--- config.mk ---
export PLATFORM = sky130hd
export DESIGN_NAME = param_control
export DESIGN_NICKNAME = d
export VERILOG_FILES = /design/src/rtl/param_control.sv
export SDC_FILE = /design/constraint.sdc
export NUM_CORES = 1
export LEC_CHECK = 0
export CAP_MARGIN = 20
export CORE_MARGIN = 2
export CORE_UTILIZATION = 35
export DETAILED_ROUTE_END_ITERATION = 10
export MAX_ROUTING_LAYER = met4
export SYNTH_ARGS = -nofsm -noshare
export SYNTH_HDL_FRONTEND = slang
export SYNTH_SLANG_ARGS = --single-unit
export TNS_END_PERCENT = 100
--- constraint.sdc ---
create_clock -name clk -period 4.1 [get_ports clk]
set_clock_uncertainty 0.1 [all_clocks]
set_input_delay 0.82 -clock clk [delete_from_list [all_inputs] [get_ports clk]]
set_output_delay 0.82 -clock clk [all_outputs]
set_load 0.03 [all_outputs]
--- src/rtl/param_control.sv ---
// Multi-cycle register-file datapath: load/move in one step, ALU ops in three.
// A shared bus carries operands through accumulator A and result register G.
module param_control #(
    parameter int WIDTH = 4,
    parameter int NREG  = 8,
    localparam int RW   = $clog2(NREG)
) (
    input  logic             clk,
    input  logic             rst,
    input  logic             w,
    input  logic [2:0]       func,
    input  logic [RW-1:0]    rx,
    input  logic [RW-1:0]    ry,
    input  logic [WIDTH-1:0] data,
    output logic [WIDTH-1:0] bus,
    output logic [WIDTH-1:0] reg_val0,
    output logic [WIDTH-1:0] reg_val1,
    output logic             busy,
    output logic             done,
    output logic             carry,
    output logic [1:0]       curr_state
);

    typedef enum logic [1:0] {
        IDLE = 2'd0,
        T1   = 2'd1,
        T2   = 2'd2,
        T3   = 2'd3
    } state_t;

    localparam logic [2:0] F_ADD = 3'b010;
    localparam logic [2:0] F_SUB = 3'b011;
    localparam logic [2:0] F_AND = 3'b100;
    localparam logic [2:0] F_OR  = 3'b101;
    localparam logic [2:0] F_XOR = 3'b110;
    localparam logic [2:0] F_SHL = 3'b111;
    localparam logic [WIDTH:0] ONE = (WIDTH+1)'(1);

    state_t           r_state;
    logic [2:0]       r_func;
    logic [RW-1:0]    r_rx;
    logic [RW-1:0]    r_ry;
    logic [WIDTH-1:0] r_data;
    logic [WIDTH-1:0] r_regs [NREG];
    logic [WIDTH-1:0] r_a;
    logic [WIDTH-1:0] r_g;
    logic             r_carry;

    logic             w_xfer;
    logic [WIDTH-1:0] w_bus;
    logic [WIDTH:0]   w_sum;
    logic [WIDTH-1:0] w_res;
    logic             w_cout;

    // load and move finish in T1; everything else runs the 3-step ALU path
    assign w_xfer = (r_func[2:1] == 2'b00);

    always_comb begin
        w_bus = '0;
        unique case (r_state)
            IDLE: w_bus = '0;
            T1: begin
                if (r_func == 3'b000)      w_bus = r_data;
                else if (r_func == 3'b001) w_bus = r_regs[r_ry];
                else                       w_bus = r_regs[r_rx];
            end
            T2: w_bus = r_regs[r_ry];
            T3: w_bus = r_g;
        endcase
    end

    always_comb begin
        w_sum  = '0;
        w_res  = r_a;
        w_cout = r_carry;
        unique case (r_func)
            F_ADD: begin
                w_sum  = {1'b0, r_a} + {1'b0, w_bus};
                w_res  = w_sum[WIDTH-1:0];
                w_cout = w_sum[WIDTH];
            end
            F_SUB: begin
                // carry out of A + ~B + 1 is the "no borrow" flag
                w_sum  = {1'b0, r_a} + {1'b0, ~w_bus} + ONE;
                w_res  = w_sum[WIDTH-1:0];
                w_cout = w_sum[WIDTH];
            end
            F_AND: w_res = r_a & w_bus;
            F_OR:  w_res = r_a | w_bus;
            F_XOR: w_res = r_a ^ w_bus;
            F_SHL: begin
                w_res  = {r_a[WIDTH-2:0], 1'b0};
                w_cout = r_a[WIDTH-1];
            end
            default: w_res = r_a;
        endcase
    end

    always_ff @(posedge clk or negedge rst) begin
        if (!rst) begin
            r_state <= IDLE;
            r_func  <= '0;
            r_rx    <= '0;
            r_ry    <= '0;
            r_data  <= '0;
            r_a     <= '0;
            r_g     <= '0;
            r_carry <= 1'b0;
            for (int i = 0; i < NREG; i++) begin
                r_regs[i] <= '0;
            end
        end else begin
            unique case (r_state)
                IDLE: begin
                    if (w) begin
                        r_func  <= func;
                        r_rx    <= rx;
                        r_ry    <= ry;
                        r_data  <= data;
                        r_state <= T1;
                    end
                end
                T1: begin
                    if (w_xfer) begin
                        r_regs[r_rx] <= w_bus;
                        r_state      <= IDLE;
                    end else begin
                        r_a     <= w_bus;
                        r_state <= T2;
                    end
                end
                T2: begin
                    r_g     <= w_res;
                    r_carry <= w_cout;
                    r_state <= T3;
                end
                T3: begin
                    r_regs[r_rx] <= r_g;
                    r_state      <= IDLE;
                end
            endcase
        end
    end

    assign bus        = w_bus;
    assign reg_val0   = r_regs[0];
    assign reg_val1   = r_regs[1];
    assign busy       = (r_state != IDLE);
    assign done       = ((r_state == T1) && w_xfer) || (r_state == T3);
    assign carry      = r_carry;
    assign curr_state = r_state;

endmodule

==> flow_metrics.tcl <==
set metrics [dict create \
    die_area_sq_mm 0.0109 \
    ys_seq_area_frac 0.397 \
    cts_hold_buf 0 \
    clock.fmax_mhz 260 \
    cts_tree "done" \
    slew_headroom 0.416 \
    avgSynthCellArea_sq_um 11.2 \
    portBuffers 32 \
    clock-root-buffer "clkbuf_8" \
    tns_ps 0 \
    clock_sinks 56 \
    htree_levels 2 \
    drv_slew 0 \
    p_leak_nw 1.83 \
    synth_nets 346 \
    synthArstFlopShare 1.00 \
    critical_path.top_delay_family "multiplexers" \
    worstPathArrival_ps 2930 \
    synth.ff_latch_count 56 \
    ys.flop_type "dfrtp_1" \
    dieHeight_um 104 \
    start_util 0.361 \
    synth-edff-count 0 \
    status "complete, no violations" \
    vias 2480 \
    ctsLongestPathBuffers 2 \
    crit_required_ps 3180 \
    antenna_found_initial 0 \
    fin_crit_ps 3850 \
    yosys.cell_types.count 48 \
    synthAdderAreaFrac 0.0539 \
    cts_buffers 5 \
    wl_per_cell_um 17.8 \
    gp_congestion 0.841 \
    hpwlAfterDp_um 6290 \
    num_rows 36 \
    die_w_um 104 \
    antennaDiodeCount 0 \
    drtAntennaViolNets 0 \
    cts_resized 1 \
    fin_nets 370 \
    netlist_instances 316 \
    clkTransAtPathRegs_ps 120 \
    yosys.area.top_type "dfrtp_1" \
    overflow 0 \
    synthXorXnorAreaFrac 0 \
    finalSetupViolCount 0 \
    hp-class "reg2reg" \
    worstMarginPinSlew_ps 876 \
    synthToLayoutAreaGrowth_pct 15.2 \
    grt_pass1_wl_um 13700 \
    clk-insertion-delay-late_ps 320 \
    worst-path-buf-inv 1 \
    power.density_mw_per_mm2 816 \
    cp_slowest_cell "dfrtp_2" \
    ys_top_cells_by_count "56 x dfrtp_1, 47 x mux2_2, 21 x mux2i_1, 19 x nand2_1, 17 x nor2_1" \
    vdd.ir_drop.worst_mv 0.239 \
    wirelength_um 8430 \
    cp-start-kind "flop" \
    grt_max_degree 39 \
    cp_slowest_stage_delay_ps 660 \
    synthSimpleGateAreaFrac 0.0983 \
    yosysWarnings 0 \
    postCtsSetupBuffers 0 \
    ys_top_cells_by_area "dfrtp_1 40%, mux2_2 15%, mux2i_1 6.0%, mux4_2 5.7%, ha_1 4.3%" \
    groute.usage.overall 0.164 \
    rsz0062_at_grt "false" \
    layout-drive-gt1-share 0.249 \
    synth_area_sq_mm 0.00353 \
    drt_pre_antenna_iters 4 \
    synth_top_family_by_area "multiplexers" \
    worstPathCellList "mux2_2, mux4_2, o221ai_1, a21oi_1, clkdlybuf4s50_1" \
    end_kind "output pin" \
    hold_viol 0 \
    drt_iter0_drc 141 \
    grt_pass1_vias 2554 \
    cap_violations 0 \
    timing.final.crit_share 0.939 \
    ioPinCount 33 \
    critPathMaxFanout 17 \
    yosysTopAreaCellShare 0.397 \
    synthMuxAreaShare 0.270 \
    synth-compound-area-share 0.128 \
    yosys.cell_count.top_type "dfrtp_1" \
    finalWorstSetupSlack_ps 251 \
    dp_slack_ps 350 \
    vias_per_cell 5.23 \
    drc_errors 0 \
    core_sq_mm 0.00977 \
    worstSetupPathType "reg2out" \
]
## power breakdown
part | leakage, nW | internal (mW) | switching, mW
Sequential | 0.728 | 0.764 | 0.334
Combinational | 1.05 | 0.910 | 0.924
Clock | 0.0600 | 0.186 | 0.197
Total | 1.83 | 1.86 | 1.46
## cells by family after synthesis
family | count (synthesis)
compound gates | 60
fa+ha+maj | 14
buf+inv | 38
flops | 56
mux | 78
simple gates | 70
## metrics by stage
step | cells | area (sq um) | hold slack, ps | power (mW) | util
after floorplan | 316 | 3530 | 341 | 2.42 | -
after global placement | 466 | 3950 | 387 | 2.90 | 0.404
after detailed placement | 466 | 3950 | 389 | 2.95 | 0.404
after CTS | 474 | 4060 | 416 | 3.34 | 0.416
after global routing | 474 | 4060 | 422 | 3.57 | 0.416
final | 474 | 4060 | 412 | 3.31 | 0.416
## layout by cell type, fill, tap and decap left out, types with 5 or more instances in the layout
master,instances
a21o_1,6
a21oi_1,10
buf_4,10
clkbuf_8,5
clkdlybuf4s50_1,31
dfrtp_1,55
ha_1,12
inv_1,13
mux2_2,47
mux2i_1,21
mux4_2,9
nand2_1,19
nand2b_1,5
nand3b_1,5
nor2_1,17
nor2b_1,9
nor3_1,5
o21ai_0,8
## worst register-to-register path: cells and delay by family (launching register included)
| kind | cells | cell delay, ps |
|---|---|---|
| AOI/OAI and AO/OA | 6 | 1200 |
| DFF | 1 | 660 |
| adders and majority gates | 1 | 490 |
| muxes | 2 | 900 |
## routing by layer
metal	track usage	part of all wire
met5	-	0
met4	0.0463	0.015
met3	0.0276	0.025
met2	0.283	0.50
met1	0.198	0.46
## flip-flops by register name (all words and copies together), names as in the netlist, 4 cells and up, named ones only
signal / count
r_g: 4
reg_val0: 4
r_regs: 24
r_data: 4
r_a: 4
reg_val1: 4
## final cells by class
class,instances,area [sq um]
fillers,971,5710
clock inverters,3,46.3
clock buffers,5,68.8
repair buffers,42,390
inverters,13,48.8
well taps,133,166
flip-flops and latches,56,1400
multi-input cells,222,1940
## worst paths after layout
path,startpoint,to,slack [ps],depth (start not counted)
setup / recovery,r_ry[0],bus[1],250,5
hold / removal,r_data[0],r_data[0],410,1
setup reg to reg,r_ry[0],carry,650,9
min in group asynchronous,rst,reg_val1[3],500,1
max in group asynchronous,rst,r_func[2],2600,2
hold reg to reg,r_data[0],r_data[0],410,1
Power figures use the tool's default switching activity.
